## src/rtl/uart_pkg.sv

```systemverilog
// Shared definitions for the UART transmit arbiter: FSM state encoding,
// byte width and default requester count.
package uart_pkg;

    localparam int c_byte_w          = 8;
    localparam int c_default_num_req = 4;

    typedef enum logic [1:0] {
        S_IDLE  = 2'd0,
        S_START = 2'd1,
        S_WAIT  = 2'd2,
        S_HOLD  = 2'd3
    } tx_state_e;

endpackage : uart_pkg

```

## src/rtl/rr_arbiter.sv

```systemverilog
// Combinational round-robin arbiter: the first asserted request found when
// scanning upward from i_ptr (wrapping) wins a one-hot grant.
module rr_arbiter
    import uart_pkg::*;
#(
    parameter  int p_num_req = c_default_num_req,
    localparam int c_ptr_w   = $clog2(p_num_req)
) (
    input  logic [p_num_req-1:0] i_req,
    input  logic [c_ptr_w-1:0]   i_ptr,
    output logic [p_num_req-1:0] o_grant
);

    int   idx;
    logic found;

    // Scan from the pointer, wrapping modulo p_num_req, and grant the first hit.
    always_comb begin
        // NOTE: every combinational output gets a default before any branch,
        // otherwise an unassigned path infers a latch.
        o_grant = '0;
        found   = 1'b0;
        idx     = 0;
        for (int k = 0; k < p_num_req; k++) begin
            idx = int'(i_ptr) + k;
            if (idx >= p_num_req) begin
                idx = idx - p_num_req;
            end
            if (!found && i_req[idx]) begin
                o_grant[idx] = 1'b1;
                found        = 1'b1;
            end
        end
    end

endmodule : rr_arbiter

```

## src/rtl/uart_tx_arbiter.sv

```systemverilog
// Shares one UART transmitter between several byte-stream requesters.
// Whole packets are kept together: once a requester wins, it keeps the
// transmitter until it sends a byte flagged last, or until it stays silent
// for p_hold_timeout cycles between bytes.
module uart_tx_arbiter
    import uart_pkg::*;
#(
    parameter int p_num_req      = c_default_num_req,
    parameter int p_hold_timeout = 50_000
) (
    input  logic                                i_clk,
    input  logic                                i_rst,
    input  logic [p_num_req-1:0]                i_req_valid,
    input  logic [p_num_req-1:0][c_byte_w-1:0]  i_req_data,
    input  logic [p_num_req-1:0]                i_req_last,
    output logic [p_num_req-1:0]                o_req_ready,
    output logic                                o_tx_start,
    output logic [c_byte_w-1:0]                 o_tx_data,
    input  logic                                i_tx_done,
    output logic [p_num_req-1:0]                o_grant,
    output logic                                o_busy
);

    localparam int c_ptr_w = $clog2(p_num_req);
    localparam int c_cnt_w = $clog2(p_hold_timeout + 1);

    localparam logic [c_cnt_w-1:0] c_cnt_max    = c_cnt_w'(p_hold_timeout);
    localparam logic [c_cnt_w-1:0] c_cnt_expire = c_cnt_w'(p_hold_timeout - 1);
    localparam logic [c_ptr_w-1:0] c_last_idx   = c_ptr_w'(p_num_req - 1);

    tx_state_e state_q, state_d;

    logic [c_byte_w-1:0]  tx_data_q;
    logic                 last_q;
    logic [p_num_req-1:0] grant_q;
    logic [c_ptr_w-1:0]   owner_q;
    logic [c_ptr_w-1:0]   ptr_q;
    logic [c_cnt_w-1:0]   hold_cnt_q;

    logic [p_num_req-1:0] rr_grant;
    logic [p_num_req-1:0] req_ready;
    logic [p_num_req-1:0] held_valid;
    logic                 xfer;
    logic                 release_lock;
    logic                 hold_enter;
    logic [c_byte_w-1:0]  sel_data;
    logic                 sel_last;
    logic [c_ptr_w-1:0]   sel_idx;

    rr_arbiter #(
        .p_num_req (p_num_req)
    ) u_rr_arbiter (
        .i_req   (i_req_valid),
        .i_ptr   (ptr_q),
        .o_grant (rr_grant)
    );

    assign held_valid = grant_q & i_req_valid;

    // Next-state logic, handshake and control strobes for the arbitration FSM.
    always_comb begin
        state_d      = state_q;
        req_ready    = '0;
        o_tx_start   = 1'b0;
        xfer         = 1'b0;
        release_lock = 1'b0;
        hold_enter   = 1'b0;
        case (state_q)
            S_IDLE: begin
                req_ready = rr_grant;
                if (|i_req_valid) begin
                    xfer    = 1'b1;
                    state_d = S_START;
                end
            end
            S_START: begin
                o_tx_start = 1'b1;
                state_d    = S_WAIT;
            end
            S_WAIT: begin
                if (i_tx_done) begin
                    if (last_q) begin
                        release_lock = 1'b1;
                        state_d      = S_IDLE;
                    end else begin
                        hold_enter = 1'b1;
                        state_d    = S_HOLD;
                    end
                end
            end
            S_HOLD: begin
                req_ready = held_valid;
                if (|held_valid) begin
                    xfer    = 1'b1;
                    state_d = S_START;
                end else if (hold_cnt_q == c_cnt_expire) begin
                    release_lock = 1'b1;
                    state_d      = S_IDLE;
                end
            end
            default: state_d = S_IDLE;
        endcase
    end

    // Nobody may see an accept while the block is held in reset.
    assign o_req_ready = i_rst ? req_ready : '0;

    // Pick out the byte and last flag of the requester being accepted.
    always_comb begin
        sel_data = '0;
        sel_last = 1'b0;
        sel_idx  = '0;
        for (int i = 0; i < p_num_req; i++) begin
            if (req_ready[i]) begin
                sel_data = i_req_data[i];
                sel_last = i_req_last[i];
                sel_idx  = c_ptr_w'(i);
            end
        end
    end

    // FSM state register.
    always_ff @(posedge i_clk or negedge i_rst) begin
        // NOTE: sequential state uses non-blocking assignment so every
        // register samples pre-edge values regardless of statement order.
        if (!i_rst) begin
            state_q <= S_IDLE;
        end else begin
            state_q <= state_d;
        end
    end

    // Capture accepted bytes and track ownership plus the round-robin pointer.
    always_ff @(posedge i_clk or negedge i_rst) begin
        if (!i_rst) begin
            tx_data_q <= '0;
            last_q    <= 1'b0;
            grant_q   <= '0;
            owner_q   <= '0;
            ptr_q     <= '0;
        end else begin
            if (xfer) begin
                tx_data_q <= sel_data;
                last_q    <= sel_last;
                grant_q   <= req_ready;
                owner_q   <= sel_idx;
            end
            if (release_lock) begin
                grant_q <= '0;
                ptr_q   <= (owner_q == c_last_idx) ? '0 : owner_q + 1'b1;
            end
        end
    end

    // Count idle cycles while a packet lock is held; saturates at the limit.
    always_ff @(posedge i_clk or negedge i_rst) begin
        if (!i_rst) begin
            hold_cnt_q <= '0;
        end else if (hold_enter || xfer) begin
            hold_cnt_q <= '0;
        end else if (state_q == S_HOLD && hold_cnt_q != c_cnt_max) begin
            hold_cnt_q <= hold_cnt_q + 1'b1;
        end
    end

    assign o_tx_data = tx_data_q;
    assign o_grant   = grant_q;
    assign o_busy    = (state_q != S_IDLE);

endmodule : uart_tx_arbiter

```

## config.mk

```make
export PLATFORM = sky130hd
export DESIGN_NAME = uart_tx_arbiter
export DESIGN_NICKNAME = d
export VERILOG_FILES = /design/src/rtl/uart_pkg.sv /design/src/rtl/rr_arbiter.sv /design/src/rtl/uart_tx_arbiter.sv
export SDC_FILE = /design/constraint.sdc
export NUM_CORES = 1
export LEC_CHECK = 0
export ABC_AREA = 1
export CAP_MARGIN = 40
export CORE_MARGIN = 4
export CORE_UTILIZATION = 55
export CTS_CLUSTER_DIAMETER = 200
export DETAILED_ROUTE_END_ITERATION = 8
export GPL_ROUTABILITY_DRIVEN = 0
export PLACE_DENSITY = 0.87
export REMOVE_ABC_BUFFERS = 1
export SETUP_SLACK_MARGIN = 0.05
export SYNTH_ARGS = -nofsm -noshare
export SYNTH_HDL_FRONTEND = slang
export SYNTH_SLANG_ARGS = --single-unit
```

## constraint.sdc

```tcl
create_clock -name i_clk -period 5.2 [get_ports i_clk]
set_input_delay 0.52 -clock i_clk [delete_from_list [all_inputs] [get_ports i_clk]]
set_output_delay 0.52 -clock i_clk [all_outputs]
set_load 0.01 [all_outputs]
```

Yosys cells after proc, flatten, opt, wreduce, memory -nomap -nowiden
Cells that the tools add are included.
{"block": "totals", "ff_bits": 35, "latchBits": 0, "ramBits": 0, "rom_bits": 0, "input_bits": 43, "output_inout_bits": 18, "wordCells": 127, "memories": 0}
{"block": "classes", "addsub": 9, "multipliers": 0, "div": 0, "order_cmp": 12, "n_eq_ne": 9, "shift": 0, "mux": 67, "n_bitwise": 4, "reduce_logical": 19}
{"cell": "32-bit by 1-bit greater-or-equal comparator with 1-bit output (second input constant)", "count": 4}
{"cell": "32-bit by 4-bit < comparator with 1-bit output (second input constant)", "count": 4}
{"cell": "32-bit 2-to-1 mux", "count": 4}
{"cell": "32-bit by 4-bit greater-or-equal comparator with 1-bit output (second input constant)", "count": 3}
{"cell": "32-bit by 4-bit subtractor with 32-bit output (second input constant)", "count": 3}
{"cell": "16-bit 2-to-1 mux", "count": 2}
{"cell": "8-bit 2-to-1 mux", "count": 4}
{"cell": "1-bit 2-to-1 mux", "count": 30}
{"cell": "4-bit 2-to-1 mux", "count": 7}
{"cell": "16-bit by 1-bit adder with 16-bit output (second input constant)", "count": 1}
{"cell": "16-bit equality test (second input constant)", "count": 1}
{"cell": "2-bit 2-to-1 mux", "count": 8}
{"cell": "16-bit inequality test (second input constant)", "count": 1}
{"cell": "4-bit OR", "count": 3}
{"cell": "1-bit binary-select mux with 2-bit select", "count": 4}
{"cell": "1-bit demux with 2-bit select", "count": 4}
{"cell": "1-bit logical AND", "count": 8}
{"cell": "2-bit one-hot mux with 4 select lines", "count": 1}
{"cell": "4-bit one-hot mux with 2 select lines", "count": 1}
{"cell": "4-bit OR reduction", "count": 2}
{"cell": "2-bit by 2-bit adder with 3-bit output (second input constant)", "count": 2}
{"cell": "2-bit equality test (second input constant)", "count": 3}
{"cell": "2-bit nonzero test", "count": 3}
{"cell": "4-bit bitwise AND", "count": 1}
{"cell": "12 further kinds", "count": 16}

Longest topological paths before layout
Gate-level depths: netlist (run 1).
{"block": "logic_depth", "ltp_word": 20, "depth_mapped": 17, "mapped_depth_nobuf": 17}

Cells and area by module
From an unflattened synthesis (run 1), not the netlist that was laid out.
{"block": "unflattened", "hier_cells": 456, "area_unflattened_um2": 3009.1}
{"module": "uart_tx_arbiter", "n_inst": 1, "cells_per_inst": 381, "area_per_inst_um2": 2587.5, "seq_area_each_um2": 875.8}
{"module": "rr_arbiter", "n_inst": 1, "cells_per_inst": 75, "area_per_inst_um2": 421.7, "seq_area_each_um2": 0.0}

Worst setup path after synthesis (run 1)
OpenSTA, ideal clock, no wires.
{"block": "synth_timing", "path_type": "flip-flop to output port", "startpoint": "register ptr_q[0]", "endpoint": "output o_req_ready[3]", "arrival_time_ps": 2022, "slack_ps": 2658, "path_stages_with_launch": 15, "path_cell_list": "dfrtp_1 inv_2 ha_1 inv_1 nand3_1 nand2_1 nand2_4 nor2_4 nand2_1 nand3b_1 nand2_2 nand2_4 nand2_4 buf_6 nor2_1"}
{"block": "synth_between", "elab_chain_len": 17, "elab_cells_between_ends": 65, "cone_classes": "7 x add/sub; 12 x order compare; 33 x mux; 3 x bitwise; 10 x reduce/logical"}
{"element": "start: declaration", "line_no": "uart_tx_arbiter.sv:37", "source": "logic [c_ptr_w-1:0] ptr_q;"}
{"element": "start signal: assignment", "line_no": "uart_tx_arbiter.sv:150", "source": "ptr_q <= (owner_q == c_last_idx) ? '0 : owner_q + 1'b1;"}
{"element": "parallel branches: the longest is 14 deep, another holds 32-bit by 4-bit subtractor with 32-bit output"}
{"element": "4-bit 2-to-1 mux (*)", "line_no": "rr_arbiter.sv:29", "source": "if (!found && i_req[idx]) begin"}
{"element": "4-bit one-hot mux with 2 select lines (*)", "line_no": "uart_tx_arbiter.sv:68", "source": "case (state_q)"}
{"element": "4-bit 2-to-1 mux (*)", "line_no": "uart_tx_arbiter.sv:106", "source": "assign o_req_ready = i_rst ? req_ready : '0;"}
{"element": "end: declaration", "line_no": "uart_tx_arbiter.sv:16", "source": "output logic [p_num_req-1:0] o_req_ready,"}
Mark *: on every way between the ends. The select of a mux whose other input is x is not followed.

Worst setup path after layout (run 1)
{"block": "layout_timing", "startpoint": "register ptr_q[0]", "endpoint": "output o_req_ready[1]"}
Same word-level chain as after synthesis.

==> impl_metrics.json, run 1 <==
{
  "core_um2": 4500,
  "irDropWorstVdd_uv": 220,
  "yosys-top-cells-count": "nand2_1 (104), inv_1 (56), nand3_1 (45)",
  "max-cap-violations": 0,
  "antenna_found_initial": 0,
  "final_util_pct": 74.8,
  "whs_ns": 0.493,
  "worstSkewPairLatency_ns": 0.30,
  "row_count": 24,
  "cts.clk_slew.worst_paths_ns": 0.08,
  "die_w_um": 77.3,
  "post-place-ws_ns": 1.79,
  "slew_headroom_pct": 55.2,
  "yosysSeqAreaShare_pct": 33.1,
  "fin_crit_sh_pct": 71.7,
  "firstDrtPassIters": 5,
  "fin_skew_ns": 0.00272,
  "dr.first_iter.drc_count": 170,
  "power_frac_seq_pct": 24.6,
  "hpwl_mm": 5.49,
  "use_met1_pct": 30.1,
  "met2_usage_pct": 42.6,
  "critPathLaunchType": "flop",
  "r2r.worst_path.cells": 12,
  "fill_cells": 363,
  "root_buffer": "clkbuf_8",
  "crit_type": "reg -> out",
  "p_sw_uw": 837,
  "required_ns": 4.68,
  "wl_per_cell_um": 14.6,
  "path_common_cell": "nand2_1",
  "cts_tree": "built",
  "syn_avg_cell_area_um2": 6.88,
  "final-hold-violation-count": 0,
  "drc": 0,
  "ys.flop_type": "dfrtp_1",
  "port_buffers": 60,
  "status": "finished, final reports clean",
  "crit_buf_inv": 3,
  "vias": 2807,
  "cts_resized": 0,
  "cts_sinks": 35,
  "area_delta_synth_final_pct": 27.4,
  "cts.hold.buffers_added": 0,
  "cp_data_arrival_time_ns": 3.21,
  "r2r_end": "hold_cnt_q[12]",
  "worstHoldStart": "o_tx_data[7]",
  "setup_tns_ns": 0,
  "synth_top_area_share_pct": 33.1,
  "tightest_slew_ns": 0.666,
  "worstSetupEndpointType": "output pin",
  "num-nets-final": 500,
  "cts_buffer_depth": 2,
  "ys_seq_elements": 35,
  "start_util_pct": 58.7,
  "critical-path-top-delay-family": "simple AND/OR/NAND/NOR gates",
  "place_inst": 491,
  "slowest_delay_ns": 0.57,
  "grt_busiest_layer": "met2",
  "holdPathEnd": "o_tx_data[7]",
  "numCtsBuffers": 5,
  "overflow": 0,
  "reg2reg_from": "state_q[0]",
  "postRouteAntennaNets": 0,
  "diodes": 0,
  "multi_input_area_um2": 1500,
  "rsz0062_at_grt": "no",
  "p_comb_share_pct": 62.1,
  "fmax_mhz": 268,
  "wirelength_mm": 7.31,
  "timing.final.ws_setup_ns": 1.47,
  "crit_chain": "inv_2 -> ha_1 -> inv_1 -> nand3_1 -> nand2_1 -> nand2_4 -> nor2_4 -> nand2_1 -> nand3_1 -> nand2_1 -> nand2_4 -> nand2_1 -> nor2_1 -> clkdlybuf4s50_1",
  "layout-drive-gt1-share_pct": 7.61,
  "yosys.area.top_type": "dfrtp_1",
  "synth_edf_count": 0,
  "ioPinCount": 61,
  "synth_cell_types": 32,
  "crit_fanout": 15,
  "power_density_nw_per_um2": 492,
  "leakagePower_uw": 0.00162,
  "via_per_inst": 5.63,
  "period_needed_ns": 3.73,
  "r2r_slack_ns": 1.89,
  "grt_util_met3_pct": 5.67,
  "chipHeight_um": 77.3,
  "track_usage_pct": 24.7,
  "dieArea_um2": 5980,
  "synth.most_common_cell": "nand2_1",
  "grt_max_degree": 37,
  "synth.cell_area_um2": 2640,
  "grt_pass1_wl_mm": 12.1,
  "p_int_uw": 819,
  "drv_slew": 0,
  "power_frac_clock_pct": 13.3,
  "synthArstFlopShare_pct": 100,
  "final-instance-count-excl-fill": 499,
  "post_cts_buffers": 0,
  "synth_area_leaders": "dfrtp_1 (33%), nand2_1 (15%), nand3_1 (8.5%), inv_1 (8.0%), ha_1 (5.2%)",
  "worst_hold_path_type": "reg -> reg",
  "synthCells": 384,
  "cp_slowest_cell": "clkdlybuf4s50_1",
  "seqCellArea_um2": 876,
  "synth_warnings": 0,
  "hold_depth": 2,
  "htree_levels": 2,
  "p_sw_share_pct": 50.6,
  "setup_viol": 0,
  "first_global_vias": 2739
}
==> metal layers <==
metal / vias to the layer above / wire (um)
met1: 1292 / 3190
met2: 126 / 3400
met3: 21 / 532
met4: 0 / 182
li1: 1368 / -
met5: - / 0
==> power groups by stage <==
stage | logic (uW) | clock network (uW) | registers [uW]
after floorplan | 697 | 0 | 407
after global placement | 976 | 0 | 404
after detailed placement | 1010 | 0 | 406
after CTS | 1020 | 222 | 404
after global routing | 1150 | 235 | 414
final | 1030 | 220 | 407
==> logic make-up after synthesis <==
| kind of cell | after synthesis | synth area share, % |
|---|---|---|
| xor+xnor | 2 | 0.663 |
| compound gates | 45 | 10.1 |
| simple gates | 227 | 40.8 |
| buf+inv | 64 | 10.1 |
| fa+ha+maj | 11 | 5.21 |
| flops | 35 | 33.1 |
==> area by class of cell <==
cell class              count  area share (%)
well taps                  52            1.93
inverters                  58            6.47
multi-input cells         285            44.6
flip-flops and latches     35            26.0
repair buffers             61            18.1
clock inverters             2           0.483
clock buffers               6            2.45
==> cell usage in the layout (no fill, tap or decap), types with 2 or more instances in the layout <==
cell,count
nand4_1,7
inv_2,2
nand2_2,6
o21ai_1,3
nor4_1,5
o21ai_0,17
nor2_1,34
o22ai_1,5
nor3_1,8
ha_1,11
xor2_1,2
nor2_4,2
inv_1,56
nand3_2,5
dfrtp_1,35
nand2_1,104
nor3_2,4
nand2_4,5
a21oi_1,11
clkbuf_8,6
o21bai_1,3
nand3_1,45
clkdlybuf4s50_1,60
==> worst reg2reg max path: stages, from the launching register on <==
cell     delay, ns
dfrtp_1       0.39
inv_1         0.09
ha_1          0.35
inv_1         0.39
nand2_1       0.43
nand2_1       0.38
inv_1         0.24
nand2_1       0.17
nand2_1       0.11
nor3_1        0.27
nand3_1       0.15
o21ai_0       0.17
a21oi_1       0.06
==> metrics by stage <==
step | power (uW) | area [um^2]
6_report | 1660 | 3370
5_1_grt | 1800 | 3370
4_1_cts | 1650 | 3370
3_5_place_dp | 1420 | 3270
3_3_place_gp | 1380 | 3270
2_1_floorplan | 1100 | 2590
==> flip-flops by register name (all words and copies together) (netlist names) <==
signal / count
owner_q: 2
o_grant: 4
state_q: 2
ptr_q: 2
hold_cnt_q: 16
last_q: 1
o_tx_data: 8
==> worst max-delay path by stage <==
stage | end | slack [ns] | startpoint | cells after the start
after CTS | o_req_ready[1] | 1.53 | ptr_q[0] | 14
after global placement | o_req_ready[1] | 1.89 | i_req_valid[3] | 13
final | o_req_ready[1] | 1.47 | ptr_q[0] | 14
after detailed placement | o_req_ready[1] | 1.79 | i_req_valid[3] | 13
after global routing | o_req_ready[1] | 1.25 | ptr_q[0] | 14
after floorplan | o_req_ready[1] | 2.67 | ptr_q[0] | 13
Power figures use the tool's default switching activity.
==> run 2: changes to the inputs <==
--- a/config.mk
+++ b/config.mk
@@ -8,11 +8,11 @@
 export ABC_AREA = 1
 export CAP_MARGIN = 40
 export CORE_MARGIN = 4
-export CORE_UTILIZATION = 55
+export CORE_UTILIZATION = 51
 export CTS_CLUSTER_DIAMETER = 200
 export DETAILED_ROUTE_END_ITERATION = 8
 export GPL_ROUTABILITY_DRIVEN = 0
-export PLACE_DENSITY = 0.87
+export PLACE_DENSITY = 0.81
 export REMOVE_ABC_BUFFERS = 1
 export SETUP_SLACK_MARGIN = 0.05
 export SYNTH_ARGS = -nofsm -noshare
==> constraint.sdc (replaced) <==
create_clock -name i_clk -period 3.5 [get_ports i_clk]
set_input_delay 0.35 -clock i_clk [delete_from_list [all_inputs] [get_ports i_clk]]
set_output_delay 0.35 -clock i_clk [all_outputs]
set_load 0.01 [all_outputs]
==> run 2 against run 1 <==
Design area grew 2.3%. Non-clock buffer count is 6 higher. Clock skew is 0.0033 ns higher. Critical endpoint is now o_req_ready[0]. Power up 54%. Largest cell class unchanged. Flip-flop and latch count is the same.
==> impl_metrics.json, run 2 (synthesis gave the netlist of run 1 again) <==
{
  "die_w_um": 80,
  "first_global_vias": 2610,
  "root_buffer": "clkbuf_8",
  "tightest_slew_ns": 0.617,
  "largest_register_ffs": 16,
  "final_cell_mix": "nand2_1 (103), clkdlybuf4s50_1 (60), inv_1 (55), nand3_1 (45), nor2_1 (34)",
  "overflow": 0,
  "critPathLaunchType": "flop",
  "via_per_inst": 5.41,
  "setup_tns_ns": 0,
  "numCtsBuffers": 5,
  "critPathLaunch": "ptr_q[0]",
  "chipHeight_um": 80,
  "crit_chain": "inv_4 -> ha_1 -> inv_1 -> nand3_1 -> nand2_1 -> nand2_4 -> nor2_4 -> nand2_1 -> nand3_2 -> nand2_2 -> a21oi_4 -> inv_1 -> nor2_1 -> clkdlybuf4s50_1",
  "reg2reg_from": "state_q[0]",
  "area_delta_synth_final_pct": 30.3,
  "cts.clk_slew.worst_paths_ns": 0.07,
  "layout-drive-gt1-share_pct": 9.51,
  "row_count": 25,
  "multi_input_area_um2": 1500,
  "seqCellArea_um2": 878,
  "wirelength_mm": 7.33,
  "dr.first_iter.drc_count": 262,
  "track_usage_pct": 23.7,
  "htree_levels": 2,
  "period_needed_ns": 3.26,
  "r2r_slack_ns": 0.60,
  "dieArea_um2": 6400,
  "fin_crit_sh_pct": 93.3,
  "num-nets-final": 506,
  "crit_buf_inv": 4,
  "cts.hold.buffers_added": 0,
  "cts_sinks": 35,
  "grt_max_degree": 36,
  "final_util_pct": 70.6,
  "leakagePower_uw": 0.00165,
  "cp_data_arrival_time_ns": 2.91,
  "setup.worst_path.end": "o_req_ready[0]",
  "start_util_pct": 54.2,
  "crit_type": "reg -> out",
  "cts_tree": "built",
  "diodes": 0,
  "fill_cells": 435,
  "firstDrtPassIters": 5,
  "vias": 2810,
  "rsz0062_at_grt": "no",
  "final_common_cell": "nand2_1",
  "fin_total_pwr_uw": 2550,
  "final-hold-violation-count": 0,
  "status": "finished, final reports clean",
  "r2r_end": "hold_cnt_q[12]",
  "drv_slew": 0,
  "worst_hold_path_type": "reg -> reg",
  "drc": 0,
  "cts_buffer_depth": 2,
  "r2r.worst_path.cells": 12,
  "cp.depth": 14,
  "required_ns": 3.15,
  "core_um2": 4880,
  "grt_pass1_wl_mm": 12.0,
  "slowest_delay_ns": 0.55,
  "antenna_found_initial": 0,
  "postRouteAntennaNets": 0,
  "cp_slowest_cell": "clkdlybuf4s50_1",
  "max-cap-violations": 0,
  "fmax_mhz": 306,
  "setup_viol": 0,
  "irDropWorstVdd_uv": 404,
  "fin_skew_ns": 0.00604,
  "hpwl_mm": 5.66,
  "worstSetupEndpointType": "output pin",
  "power_density_nw_per_um2": 739,
  "critical-path-top-delay-family": "buffers and inverters",
  "port_buffers": 60,
  "worstSkewPairLatency_ns": 0.29,
  "wl_per_cell_um": 14.1,
  "regMostFlops": "hold_cnt_q",
  "crit_fanout": 9,
  "slew_headroom_pct": 58.5,
  "ioPinCount": 61
}
## run 2: repair_timing
item	in CTS	in global routing
endpoints found under the hold margin	0	0
gates resized for setup	0	5
setup buffers	0	4
endpoints found under the setup margin	0	3
## run 2: metal layers
metal | share of wire [%] | wire length [um] | vias to the layer above | GRT usage [%]
met1 | 43 | 3130 | 1297 | 31.1
met3 | 7.6 | 560 | 18 | 5.42
met4 | 2.5 | 186 | 0 | 7.94
met2 | 47 | 3460 | 119 | 38.3
li1 | - | - | 1376 | -
met5 | 0 | 0 | - | 0
## run 2: report_power, final
| part | total (uW) | switching (uW) | internal (uW) |
|---|---|---|---|
| sequential | 604 | 92.0 | 512 |
| combinational | 1590 | 1000 | 585 |
| clock | 359 | 151 | 208 |
## run 2: layout make-up
cell class	instances	share of cell area [%]
inverters	58	6.39
repair buffers	67	19.0
multi-input cells	285	43.6
clock inverters	2	1.09
clock buffers	5	2.00
well taps	67	2.43
flip-flops and latches	35	25.5
## run 2: how the worst min path moves through the flow
stage	start	end	slack (ns)	depth (start not counted)
global route	o_tx_data[4]	o_tx_data[4]	0.52	2
detailed placement	o_tx_data[2]	o_tx_data[2]	0.46	2
CTS	o_tx_data[0]	o_tx_data[0]	0.49	2
finish	o_tx_data[0]	o_tx_data[0]	0.48	2
global placement	o_tx_data[0]	o_tx_data[0]	0.47	2
floorplan	i_rst	hold_cnt_q[0]	0.05	0
## run 2: per-stage QoR
stage | cell area (um^2) | hold WS [ns] | instances | setup slack [ns]
detailed placement | 3300 | 0.465 | 508 | 0.401
global route | 3450 | 0.518 | 519 | 0.0546
floorplan | 2590 | 0.0544 | 378 | 1.01
CTS | 3410 | 0.492 | 515 | 0.0711
finish | 3450 | 0.485 | 519 | 0.235
global placement | 3300 | 0.467 | 508 | 0.487
## run 2: worst reg2reg max path: stages (launching register included)
cell,delay (ns)
dfrtp_1,0.40
inv_1,0.10
ha_1,0.35
inv_1,0.39
nand2_1,0.15
nand2_1,0.26
inv_1,0.23
nand2_1,0.19
nand2_1,0.11
nor3_1,0.22
nand3_1,0.14
o21ai_0,0.18
a21oi_1,0.07
==> run 3: changes to the inputs <==
--- a/config.mk
+++ b/config.mk
@@ -10,6 +10,7 @@
 export CORE_MARGIN = 4
 export CORE_UTILIZATION = 51
 export CTS_CLUSTER_DIAMETER = 200
+export CTS_CLUSTER_SIZE = 24
 export DETAILED_ROUTE_END_ITERATION = 8
 export GPL_ROUTABILITY_DRIVEN = 0
 export PLACE_DENSITY = 0.81
==> results of run 3 <==
The final DEF is identical to that of run 2; final timing and power are the same.
